<file path="src/rtl/pipeline_issue_ctrl_if.sv">
// Handshake and status bundle between the instruction source and the issue controller.
// The source side (master) offers instructions; the controller (slave) issues them.
interface pipeline_issue_ctrl_if #(
    parameter int DEPTH = 4
);
    localparam int CW = $clog2(DEPTH) + 1;

    logic [31:0]   InstrIn;
    logic          in_valid;
    logic          in_ready;
    logic [31:0]   InstrOut;
    logic          issue_valid;
    logic          stall;
    logic [CW-1:0] count;
    logic [15:0]   stall_cnt;

    modport master (
        output InstrIn, in_valid,
        input  in_ready, InstrOut, issue_valid, stall, count, stall_cnt
    );

    modport slave (
        input  InstrIn, in_valid,
        output in_ready, InstrOut, issue_valid, stall, count, stall_cnt
    );
endinterface

</file>
<file path="src/rtl/pipeline_issue_ctrl.sv">
// In-order issue controller: FIFO of R-type instructions, RAW interlock against a
// LAT-deep scoreboard of in-flight destination registers.
module pipeline_issue_ctrl #(
    parameter int DEPTH = 4,
    parameter int LAT   = 3
) (
    input  logic                  clk,
    input  logic                  rst,
    pipeline_issue_ctrl_if.slave  bus
);
    localparam int AW = $clog2(DEPTH);
    localparam int CW = AW + 1;

    logic [31:0]        r_mem [DEPTH];
    logic [AW-1:0]      r_wptr;
    logic [AW-1:0]      r_rptr;
    logic [CW-1:0]      r_count;
    logic [LAT:1]       r_slot_vld;
    logic [LAT:1][4:0]  r_slot_rd;
    logic [31:0]        r_instr_out;
    logic               r_issue_valid;
    logic               r_stall;
    logic [15:0]        r_stall_cnt;

    logic               w_push;
    logic               w_nempty;
    logic               w_match;
    logic               w_hazard;
    logic               w_issue;
    logic [31:0]        w_head;
    logic [4:0]         w_rs;
    logic [4:0]         w_rt;
    logic [4:0]         w_rd;

    assign bus.in_ready    = (r_count != CW'(DEPTH));
    assign bus.InstrOut    = r_instr_out;
    assign bus.issue_valid = r_issue_valid;
    assign bus.stall       = r_stall;
    assign bus.count       = r_count;
    assign bus.stall_cnt   = r_stall_cnt;

    assign w_push   = bus.in_valid && bus.in_ready;
    assign w_nempty = (r_count != '0);
    assign w_head   = r_mem[r_rptr];
    assign w_rs     = w_head[25:21];
    assign w_rt     = w_head[20:16];
    assign w_rd     = w_head[15:11];

    // R0 is never a real source, so it can never match a pending write.
    always_comb begin
        w_match = 1'b0;
        for (int k = 1; k <= LAT; k++) begin
            if (r_slot_vld[k] &&
                ((w_rs != 5'd0 && w_rs == r_slot_rd[k]) ||
                 (w_rt != 5'd0 && w_rt == r_slot_rd[k])))
                w_match = 1'b1;
        end
    end

    assign w_hazard = w_nempty && w_match;
    assign w_issue  = w_nempty && !w_hazard;

    always_ff @(posedge clk) begin
        if (w_push)
            r_mem[r_wptr] <= bus.InstrIn;
    end

    always_ff @(posedge clk or negedge rst) begin
        if (!rst) begin
            r_wptr        <= '0;
            r_rptr        <= '0;
            r_count       <= '0;
            r_slot_vld    <= '0;
            r_slot_rd     <= '0;
            r_instr_out   <= '0;
            r_issue_valid <= 1'b0;
            r_stall       <= 1'b0;
            r_stall_cnt   <= '0;
        end else begin
            if (w_push)
                r_wptr <= r_wptr + 1'b1;
            if (w_issue)
                r_rptr <= r_rptr + 1'b1;

            case ({w_push, w_issue})
                2'b10:   r_count <= r_count + CW'(1);
                2'b01:   r_count <= r_count - CW'(1);
                default: r_count <= r_count;
            endcase

            // Scoreboard ages every cycle; only an issue with a real destination arms slot 1.
            for (int k = 2; k <= LAT; k++) begin
                r_slot_vld[k] <= r_slot_vld[k-1];
                r_slot_rd[k]  <= r_slot_rd[k-1];
            end
            r_slot_vld[1] <= w_issue && (w_rd != 5'd0);
            r_slot_rd[1]  <= w_rd;

            r_instr_out   <= w_issue ? w_head : 32'h0;
            r_issue_valid <= w_issue;
            r_stall       <= w_hazard;
            if (w_hazard && r_stall_cnt != 16'hFFFF)
                r_stall_cnt <= r_stall_cnt + 16'd1;
        end
    end
endmodule

</file>
<file path="src/flat_wrapper.sv">
// flat-port wrapper written by rule: the top's interface ports become plain ports
module pipeline_issue_ctrl_flat 
#(
    parameter int DEPTH = 4,
    parameter int LAT   = 3
)
  (clk, rst, bus_InstrIn, bus_in_valid, bus_in_ready, bus_InstrOut, bus_issue_valid, bus_stall, bus_count, bus_stall_cnt);
  pipeline_issue_ctrl_if #(.DEPTH(DEPTH)) bus_i ();
  input  logic clk;
  input  logic rst;
  input wire logic [$bits(bus_i.InstrIn)-1:0] bus_InstrIn;
  input wire logic [$bits(bus_i.in_valid)-1:0] bus_in_valid;
  output wire logic [$bits(bus_i.in_ready)-1:0] bus_in_ready;
  output wire logic [$bits(bus_i.InstrOut)-1:0] bus_InstrOut;
  output wire logic [$bits(bus_i.issue_valid)-1:0] bus_issue_valid;
  output wire logic [$bits(bus_i.stall)-1:0] bus_stall;
  output wire logic [$bits(bus_i.count)-1:0] bus_count;
  output wire logic [$bits(bus_i.stall_cnt)-1:0] bus_stall_cnt;
  assign bus_i.InstrIn = bus_InstrIn;
  assign bus_i.in_valid = bus_in_valid;
  assign bus_in_ready = bus_i.in_ready;
  assign bus_InstrOut = bus_i.InstrOut;
  assign bus_issue_valid = bus_i.issue_valid;
  assign bus_stall = bus_i.stall;
  assign bus_count = bus_i.count;
  assign bus_stall_cnt = bus_i.stall_cnt;
  pipeline_issue_ctrl #(.DEPTH(DEPTH), .LAT(LAT)) u_core (.clk(clk), .rst(rst), .bus(bus_i));
endmodule
</file>
<file path="config.mk">
export PLATFORM = sky130hd
export DESIGN_NAME = pipeline_issue_ctrl_flat
export DESIGN_NICKNAME = d
export VERILOG_FILES = /design/src/rtl/pipeline_issue_ctrl_if.sv /design/src/rtl/pipeline_issue_ctrl.sv /design/src/flat_wrapper.sv
export SDC_FILE = /design/constraint.sdc
export NUM_CORES = 1
export LEC_CHECK = 0
export ABC_AREA = 1
export CELL_PAD_IN_SITES_DETAIL_PLACEMENT = 0
export CELL_PAD_IN_SITES_GLOBAL_PLACEMENT = 2
export CORE_UTILIZATION = 45
export DETAILED_ROUTE_END_ITERATION = 16
export DONT_BUFFER_PORTS = 1
export PLACE_DENSITY_LB_ADDON = 0.1
export SYNTH_ARGS = -nofsm -noshare
export SYNTH_HDL_FRONTEND = slang
export SYNTH_SLANG_ARGS = --single-unit
</file>
<file path="constraint.sdc">
create_clock -name clk -period 4.6 [get_ports clk]
set_input_delay 1.38 -clock clk [delete_from_list [all_inputs] [get_ports clk]]
set_output_delay 1.38 -clock clk [all_outputs]
set_load 0.05 [all_outputs]
</file>
==> results of run 1 <==
-- critical path: stages (launching register included) --
cell and delay [ns]:
dfrtp_1 0.59, inv_2 0.32, nand3_1 0.24, nand2_1 0.27, nand2_1 0.08, nand2_1 0.06
nand2_1 0.07, nor2_1 0.11, nand2_1 0.06, nand2_1 0.06, nand2_1 0.07, nand3_4 0.23
inv_2 0.10, nand2_4 0.06, inv_1 0.05, ha_1 0.21, fa_1 0.40, a21oi_1 0.15
o21ai_0 0.11, xor2_1 0.15
-- sequential cells by signal (all words and copies together), names as in the netlist --
name                    flops
u_core.bus.count            3
u_core.r_wptr               2
u_core.r_slot_rd           15
u_core.bus.stall            1
u_core.bus.issue_valid      1
u_core.r_mem              128
u_core.bus.InstrOut        32
u_core.r_slot_vld           3
u_core.r_rptr               2
u_core.bus.stall_cnt       16
-- through the flow --
stage          util, %  setup slack, ns  area, um2  hold WS [ns]
2_1_floorplan        -             1.23       8350         0.354
3_3_place_gp      47.5             1.13       8590         0.378
3_5_place_dp      47.5             1.09       8590         0.382
4_1_cts           51.5             1.08       9310         0.398
5_1_grt           51.5            0.749       9310         0.410
6_report          51.5             1.09       9310         0.396
-- kinds of logic (layout without fill, tap and decap cells) --
| logic type | Yosys count | in the layout | synth area share [%] |
|---|---|---|---|
| flip-flops | 203 | 203 | 68.5 |
| XOR/XNOR | 24 | 24 | 2.52 |
| AND/OR/NAND/NOR | 381 | 381 | 19.9 |
| AO/OA/AOI/OAI | 48 | 48 | 4.12 |
| adder cells (fa/ha/maj) | 7 | 7 | 1.14 |
| buffers and inverters | 72 | 95 | 3.88 |
-- power groups by stage --
stage	sequential [W]	combinational [W]	clock (W)
floorplan	0.00333	0.00203	0
global placement	0.00342	0.00257	0
detailed placement	0.00342	0.00259	0
CTS	0.00339	0.00261	0.00174
global route	0.00343	0.00292	0.00181
finish	0.00338	0.00255	0.00170
-- per-layer routing --
| layer | GRT usage (%) | vias to the layer above |
|---|---|---|
| met4 | 5.97 | 0 |
| met3 | 4.64 | 33 |
| li1 | - | 2507 |
| met5 | 0 | - |
| met2 | 32.0 | 109 |
| met1 | 24.3 | 2447 |
-- cell usage after synthesis, types with 2 or more instances --
cell type / n / area share, %
inv_2: 3 / 0.13
buf_6: 5 / 0.67
nand2_1: 227 / 10
a32o_1: 17 / 2.0
ha_1: 6 / 0.90
nand3_2: 2 / 0.24
xor2_1: 15 / 1.6
xnor2_1: 9 / 0.94
inv_1: 41 / 1.8
a21oi_1: 25 / 1.5
buf_2: 4 / 0.24
nor2_1: 39 / 1.8
a32oi_1: 5 / 0.52
nor2_2: 24 / 1.8
nand4_1: 18 / 1.3
edfxtp_1: 128 / 46
dfrtp_1: 75 / 22
nand2_2: 3 / 0.22
buf_1: 2 / 0.090
nor3_1: 4 / 0.24
nand3_1: 62 / 3.7
clkbuf_1: 14 / 0.63
buf_4: 2 / 0.18
-- cells in the final DEF (no fill, tap or decap), drive strengths merged --
| master | instances |
|---|---|
| dfrtp | 75 |
| edfxtp | 128 |
| nor2 | 63 |
| xor2 | 15 |
| nand4 | 18 |
| buf | 11 |
| nor3 | 4 |
| a21oi | 25 |
| nand3 | 65 |
| xnor2 | 9 |
| inv | 44 |
| a32o | 17 |
| a32oi | 5 |
| clkinvlp | 2 |
| clkbuf | 33 |
| bufinv | 1 |
| clkinv | 4 |
| ha | 6 |
| nand2 | 231 |
| o21ai | 1 |
| fa | 1 |
-- final cells by class --
type,count,area [um2]
clock buffer,33,622
clock inverter,7,90.1
fill,1636,8780
inverter,44,165
multi-input combinational,460,2340
sequential,203,5720
tap,229,287
timing repair buffer,11,82.6
-- final timing paths --
| kind | startpoint | to | slack (ns) |
|---|---|---|---|
| max reg2reg | u_core.r_rptr[1] | u_core.bus.count[2] | 1.09 |
| min in group asynchronous | rst | u_core.bus.InstrOut[14] | 0.55 |
| max in group asynchronous | rst | u_core.r_rptr[0] | 3.91 |
| max | u_core.r_rptr[1] | u_core.bus.count[2] | 1.09 |
| min reg2reg | u_core.r_slot_vld[2] | u_core.r_slot_vld[3] | 0.40 |
| min | u_core.r_slot_vld[2] | u_core.r_slot_vld[3] | 0.40 |
==> impl_metrics.json, run 1 <==
{
  "ys_ff_latch": 203,
  "drt-pass1-iter-count": 11,
  "routedWlPerCell_um": 17.7,
  "grt_pass1_wl_um": 28100,
  "drt-met1-wl_um": 7710,
  "post_cts_resized": 0,
  "finalMaxSlewViolations": 0,
  "nNetsFinal": 784,
  "peakVddDrop_v": 0.000519,
  "fin_skew_ns": 0.0313,
  "period_minus_slack_ns": 3.51,
  "grt_max_degree": 76,
  "syn_avg_cell_area_um2": 11.4,
  "power_density_nw_per_um2": 820,
  "synth_cell_type_count": 28,
  "status": "complete, but fails checks",
  "place.gp.congestion": 0.786,
  "drt_iter0_drc": 353,
  "cts.sinks": 203,
  "vias": 5096,
  "tightest_slew_ns": 0.765,
  "place_inst": 947,
  "cts_buffer_depth": 3,
  "num_rows": 49,
  "antenna_found_initial": 0,
  "die_w_um": 138,
  "fin_crit_sh_pct": 76.4,
  "cts_tree": "yes",
  "startpoint_type": "register",
  "synthCells": 735,
  "cap_violations": 0,
  "numPortBuffers": 0,
  "met2WireLength_um": 8360,
  "wirelength_um": 17500,
  "root_buffer": "clkbuf_16",
  "die_area_um2": 19100,
  "rsz0062_at_grt": "no",
  "cp_data_required_time_ns": 4.98,
  "critPathArrivalTime_ns": 3.89,
  "antenna_cells": 0,
  "wl_met3_um": 1040,
  "clock.fmax_mhz": 285,
  "yosys_most_used_dff": "edfxtp_1",
  "syn_nets": 777,
  "die_h_um": 138,
  "area_growth_pct": 11.4,
  "worst_skew_pair.late_latency_ns": 0.53,
  "async_reset_ff_share_pct": 36.9,
  "power_leakage_nw": 3.80,
  "totalPowerFinal_w": 0.00763,
  "crit_path_end_kind": "register",
  "intPower_w": 0.00427,
  "hold_path.class": "register to register",
  "io_pins": 89,
  "drc": 8,
  "synth_area_um2": 8350,
  "reg2regPathDepth": 19,
  "final_cells": 987,
  "grt_pass1_vias": 5207,
  "dp_hpwl_um": 10800,
  "violations": "design-rule violations",
  "drive_gt1_share_pct": 10.8,
  "switching_power_w": 0.00336,
  "yosysSeqAreaShare_pct": 68.5,
  "fp.coreArea_um2": 18100,
  "synth-edff-count": 128,
  "cts.clk_slew.worst_paths_ns": 0.06,
  "crit_fanout": 19,
  "hold_depth": 0,
  "seqPwrFrac_pct": 44.3,
  "switching_share_pct": 44.0,
  "tns_ns": 0,
  "clockPowerShare_pct": 22.2,
  "initial_core_util_pct": 46.2,
  "ys_warn_count": 0,
  "htree_levels": 1,
  "post_cts_buffers": 0,
  "ctsHoldBuffers": 0,
  "grtUsageTotal_pct": 19.0,
  "setup_violations": 0,
  "cts_inserted_buffers": 22,
  "path_class": "register to register",
  "top_layer": "met4",
  "hold_viol_final": 0,
  "gr-total-overflow": 0,
  "p_comb_share_pct": 33.4,
  "detail-route-antenna-nets": 0,
  "max-slew-margin-rel_pct": 48.9,
  "viasPerCell": 5.16
}
(Power assumes the default switching activity.)
==> run 2: changes to the inputs <==
--- a/config.mk
+++ b/config.mk
@@ -8,7 +8,7 @@
 export ABC_AREA = 1
 export CELL_PAD_IN_SITES_DETAIL_PLACEMENT = 0
 export CELL_PAD_IN_SITES_GLOBAL_PLACEMENT = 2
-export CORE_UTILIZATION = 45
+export CORE_UTILIZATION = 42
 export DETAILED_ROUTE_END_ITERATION = 16
 export DONT_BUFFER_PORTS = 1
 export PLACE_DENSITY_LB_ADDON = 0.1
==> constraint.sdc (replaced) <==
create_clock -name clk -period 3.3 [get_ports clk]
set_input_delay 0.99 -clock clk [delete_from_list [all_inputs] [get_ports clk]]
set_output_delay 0.99 -clock clk [all_outputs]
set_load 0.05 [all_outputs]
==> run 2 against run 1 <==
  * The flow now finishes without violations
  * Routed wire length grew 3.7%
  * Worst setup slack worse by 0.84 ns
  * First-iteration DRC count down 4.8%
  * Sequential power grew 36%
  * Critical path depth rose by 1
  * Register-to-register slack lost 0.84 ns
  * Critical path type unchanged
  * Total power grew 46%
  * Count of clock-buffer cells in the layout is 8 lower
  * Global-route usage fell by 0.41 points
  * Via count grew 2.4%
  * Highest routed layer unchanged
==> impl_metrics.json, run 2 (synthesized netlist as in run 1, its figures left out) <==
{
  "wirelength_um": 18100,
  "power_leakage_nw": 3.93,
  "ctsHoldBuffers": 0,
  "crit_path_end_kind": "register",
  "drt-pass1-iter-count": 4,
  "path_class": "register to register",
  "cts_buffer_depth": 3,
  "critPathMaxStageDelay_ns": 0.44,
  "worst_skew_pair.late_latency_ns": 0.51,
  "critPathArrivalTime_ns": 3.44,
  "htree_levels": 1,
  "drt_iter0_drc": 336,
  "r2r_end": "u_core.bus.count[2]",
  "die_area_um2": 20500,
  "crit_fanout": 20,
  "period_minus_slack_ns": 3.05,
  "cts.sinks": 203,
  "r2r-start": "u_core.r_rptr[0]",
  "drive_gt1_share_pct": 13.2,
  "area_growth_pct": 14.9,
  "max-slew-margin-rel_pct": 57.9,
  "place_inst": 993,
  "finalMaxSlewViolations": 0,
  "totalPowerFinal_w": 0.0112,
  "reg2regPathDepth": 20,
  "num_rows": 51,
  "drc": 0,
  "final_cells": 1035,
  "multi_input_area_um2": 2340,
  "nNetsFinal": 795,
  "root_buffer": "clkbuf_16",
  "antenna_cells": 0,
  "fp.coreArea_um2": 19500,
  "critPathBufInv": 3,
  "largest_reg_flops": 128,
  "tightest_slew_ns": 0.632,
  "peakVddDrop_v": 0.000601,
  "largest-register": "u_core.r_mem",
  "grt_pass1_vias": 5256,
  "detail-route-antenna-nets": 0,
  "die_h_um": 143,
  "layout_commonest_cell": "nand2_1",
  "cts_inserted_buffers": 23,
  "critPathMostFrequentCell": "nand2_1",
  "cp_cell_sequence": "buf_4 -> nand2_1 -> nand3_1 -> nand2_1 -> nand2_1 -> nand2_1 -> nand2_1 -> nor2_1 -> nand2_1 -> nand2_1 -> nand2_1 -> nand3_4 -> inv_2 -> nand2_4 -> inv_1 -> ha_1 -> fa_1 -> a21oi_1 -> o21ai_0 -> xor2_1",
  "cp_slowest_cell": "dfrtp_2",
  "r2r_setup_slack_ns": 0.25,
  "gr-total-overflow": 0,
  "grtUsageTotal_pct": 18.6,
  "setup_violations": 0,
  "fin_crit_sh_pct": 92.5,
  "cts_tree": "yes",
  "routedWlPerCell_um": 17.5,
  "fillers": 1756,
  "antenna_found_initial": 0,
  "grt_pass1_wl_um": 28900,
  "dp_hpwl_um": 11400,
  "holdWs_ns": 0.174,
  "clock.fmax_mhz": 328,
  "die_w_um": 143,
  "grt_max_degree": 76,
  "fin_skew_ns": 0.0145,
  "vias": 5219,
  "power_density_nw_per_um2": 1160,
  "numPortBuffers": 0,
  "status": "finished clean",
  "regArea_um2": 5720,
  "initial_core_util_pct": 42.9,
  "fin_ws_ns": 0.247,
  "cp_data_required_time_ns": 3.69,
  "tns_ns": 0,
  "io_pins": 89,
  "cts.clk_slew.worst_paths_ns": 0.06,
  "pre_cts_slack_ns": 0.193,
  "hold_viol_final": 0,
  "hold_path.class": "input pin to asynchronous set/reset pin",
  "viasPerCell": 5.04,
  "startpoint_type": "register",
  "mostFrequentLayoutCells": "nand2_1 (225), edfxtp_1 (128), dfrtp_1 (74), nand3_1 (62), inv_1 (41)",
  "place.gp.congestion": 0.778,
  "cpLargestDelayFamily": "simple AND/OR/NAND/NOR gates",
  "cap_violations": 0
}
==> run 2: cell types whose count changed in the layout (fill, tap and decap cells not counted), moves of 2 or more <==
cell | before | now
clkbuf_1 | 8 | 0
buf_4 | 11 | 17
buf_12 | 0 | 4
bufinv_16 | 1 | 5
clkinv_1 | 0 | 2
clkinv_2 | 3 | 5
inv_6 | 0 | 2
nand2_1 | 227 | 225
nand2_2 | 3 | 5
==> run 2: power by group <==
| part | total (W) | switching [W] | internal, W |
|---|---|---|---|
| combinational | 0.00381 | 0.00261 | 0.00120 |
| clock | 0.00274 | 0.00103 | 0.00172 |
| sequential | 0.00461 | 0.00113 | 0.00348 |
==> run 2: cell type report <==
type | instances | share of cell area, %
flip-flops and latches | 203 | 59.6
multi-input cells | 460 | 24.4
clock buffers | 25 | 6.28
well taps | 265 | 3.45
clock inverters | 17 | 2.33
repair buffers | 21 | 2.16
inverters | 44 | 1.75
==> run 2: routing by layer <==
layer / global-route usage (%) / vias up / wire (um)
met1: 23.9 / 2539 / 7930
met2: 31.5 / 120 / 8830
met3: 4.46 / 26 / 1050
met4: 4.75 / 0 / 306
met5: 0 / - / 0
li1: - / 2534 / -
==> run 2: through the flow <==
step           cell area, um2  utilization (%)
2_1_floorplan            8350                -
3_3_place_gp             8760             45.0
3_5_place_dp             8760             45.0
4_1_cts                  9590             49.3
5_1_grt                  9600             49.3
6_report                 9600             49.3
==> run 2: worst max path at each step <==
stage	from	endpoint	cells after the start
after floorplan	u_core.bus.count[1]	u_core.r_mem[0][0]	4
after global placement	u_core.r_rptr[0]	u_core.bus.count[2]	20
after detailed placement	u_core.r_rptr[0]	u_core.bus.count[2]	18
after CTS	u_core.r_rptr[0]	u_core.bus.count[2]	19
after global routing	u_core.r_rptr[0]	u_core.bus.count[2]	20
final	u_core.r_rptr[0]	u_core.bus.count[2]	20
==> run 2: what timing repair did <==
item,in CTS,in global routing
resized for setup,0,4
setup endpoints to repair,0,1
buffers inserted,0,0
endpoints found under the hold margin,0,0
==> run 2: worst reg2reg max path, cell delays in order (launching register included) <==
cell and delay (ns):
dfrtp_2 0.44, buf_4 0.22, nand2_1 0.09, nand3_1 0.16, nand2_1 0.23, nand2_1 0.07, nand2_1 0.06, nand2_1 0.05
nor2_1 0.12, nand2_1 0.08, nand2_1 0.07, nand2_1 0.08, nand3_4 0.09, inv_2 0.06, nand2_4 0.05, inv_1 0.05
ha_1 0.20, fa_1 0.38, a21oi_1 0.14, o21ai_0 0.12, xor2_1 0.15
==> run 3: changes to the inputs <==
==> constraint.sdc (replaced) <==
create_clock -name clk -period 3.3 [get_ports clk]
set_input_delay 0.99 -clock clk [delete_from_list [all_inputs] [get_ports clk]]
set_output_delay 0.99 -clock clk [all_outputs]
set_load 0.1 [all_outputs]
==> run 3 against run 2 <==
  * Largest cell class unchanged
  * Count of clock-buffer cells in the layout grew 4
  * Core utilization is essentially flat
  * Critical path type unchanged
  * Worst setup slack better by 0.042 ns
  * Die area stayed put
  * Register-to-register slack better by 0.04 ns
  * Fmax grew 1.4%
  * Non-clock buffer count up 13
  * Critical path depth unchanged
  * Clock skew down 0.00065 ns
  * Worst hold slack worse by 0.012 ns
==> impl_metrics.json, run 3 (synthesized netlist as in run 1, its figures left out) <==
{
  "holdWs_ns": 0.162,
  "critPathMaxStageDelay_ns": 0.42,
  "place.gp.congestion": 0.848,
  "tightest_slew_ns": 1.00,
  "critPathArrivalTime_ns": 3.40,
  "antenna_cells": 0,
  "mostFrequentLayoutCells": "nand2_1 (227), edfxtp_1 (128), dfrtp_1 (74), nand3_1 (61), inv_1 (41)",
  "hold_viol_final": 0,
  "initial_core_util_pct": 42.9,
  "setup_violations": 0,
  "status": "finished clean",
  "crit_fanout": 21,
  "drive_gt1_share_pct": 13.8,
  "gr-total-overflow": 0,
  "area_growth_pct": 14.9,
  "path_class": "register to register",
  "cts_tree": "yes",
  "grt_pass1_vias": 5446,
  "startpoint_type": "register",
  "max-slew-margin-rel_pct": 33.2,
  "fin_skew_ns": 0.0139,
  "viasPerCell": 5.02,
  "die_w_um": 143,
  "drt_iter0_drc": 236,
  "cp_cell_sequence": "buf_4 -> nand2_1 -> nand3_1 -> nand2_1 -> nand2_1 -> nand2_1 -> nand2_1 -> nor2_1 -> nand2_1 -> nand2_1 -> nand2_1 -> nand3_4 -> inv_2 -> nand2_4 -> inv_1 -> ha_1 -> fa_1 -> a21oi_1 -> o21ai_0 -> xor2_1",
  "hold_path.class": "input pin to asynchronous set/reset pin",
  "detail-route-antenna-nets": 0,
  "wirelength_um": 18300,
  "io_pins": 89,
  "grt_max_degree": 76,
  "period_minus_slack_ns": 3.01,
  "vias": 5261,
  "clock.fmax_mhz": 332,
  "antenna_found_initial": 0,
  "routedWlPerCell_um": 17.5,
  "nNetsFinal": 808,
  "tns_ns": 0,
  "drt-pass1-iter-count": 4,
  "finalMaxSlewViolations": 0,
  "critPathMostFrequentCell": "nand2_1",
  "cap_violations": 0,
  "cts.clk_slew.worst_paths_ns": 0.06,
  "rsz0062_at_grt": "no",
  "dp_hpwl_um": 11400,
  "cp_data_required_time_ns": 3.69,
  "drc": 0,
  "num_rows": 51,
  "cts_inserted_buffers": 23,
  "cpLargestDelayFamily": "simple AND/OR/NAND/NOR gates",
  "cts.sinks": 203,
  "die_area_um2": 20500,
  "crit_path_end_kind": "register",
  "grt_pass1_wl_um": 29400,
  "cts_buffer_depth": 3,
  "htree_levels": 1,
  "worst_skew_pair.late_latency_ns": 0.52,
  "numPortBuffers": 0,
  "grtUsageTotal_pct": 18.8,
  "largest_reg_flops": 128,
  "fp.coreArea_um2": 19500,
  "critPathBufInv": 3,
  "fin_crit_sh_pct": 91.2,
  "largest-register": "u_core.r_mem",
  "cp_slowest_cell": "dfrtp_2",
  "root_buffer": "clkbuf_16",
  "layout_commonest_cell": "nand2_1",
  "die_h_um": 143
}
==> run 3: through the flow <==
step / cells / utilization [%] / worst slack (ns) / instance area, um2
4_1_cts: 1048 / 49.3 / 0.246 / 9590
2_1_floorplan: 735 / - / 0.0569 / 8390
3_5_place_dp: 1006 / 45.4 / 0.257 / 8840
6_report: 1048 / 49.3 / 0.289 / 9590
3_3_place_gp: 1006 / 45.4 / 0.225 / 8840
5_1_grt: 1048 / 49.3 / 0.0225 / 9590
==> run 3: layout make-up <==
type	instances	area (um2)
fillers	1774	9870
clock buffers	29	618
multi-input cells	460	2340
clock inverters	13	131
well taps	265	332
inverters	44	168
repair buffers	34	280
flip-flops and latches	203	5720
==> run 3: what timing repair did <==
item,in CTS,in global routing
gates resized for setup,0,2
hold buffers,0,0
buffers inserted,0,0
setup endpoints to repair,0,1
==> run 3: worst paths after layout <==
| check | from | end | slack (ns) | cells past startpoint |
|---|---|---|---|---|
| worst max-delay path | u_core.r_rptr[0] | u_core.bus.count[2] | 0.29 | 20 |
| worst min-delay path | rst | u_core.bus.InstrOut[31] | 0.16 | 0 |
| worst max register to register | u_core.r_rptr[0] | u_core.bus.count[2] | 0.29 | 20 |
| worst min register to register | u_core.r_slot_vld[2] | u_core.r_slot_vld[3] | 0.38 | 0 |
| max in group asynchronous | rst | u_core.r_rptr[0] | 3.03 | 0 |
| min in group clk | u_core.r_slot_vld[2] | u_core.r_slot_vld[3] | 0.38 | 0 |
==> run 3: layer usage <==
layer / share of wire (%) / vias up / GRT usage, %
li1: - / 2559 / -
met1: 44 / 2563 / 24.4
met2: 48 / 110 / 31.5
met3: 6.1 / 29 / 4.76
met4: 1.9 / 0 / 4.75
met5: 0 / - / 0
Power of run 3 is left out: the tool's default activity adds up to more than one toggle a clock period on the data nets, which glitch-free logic cannot reach.
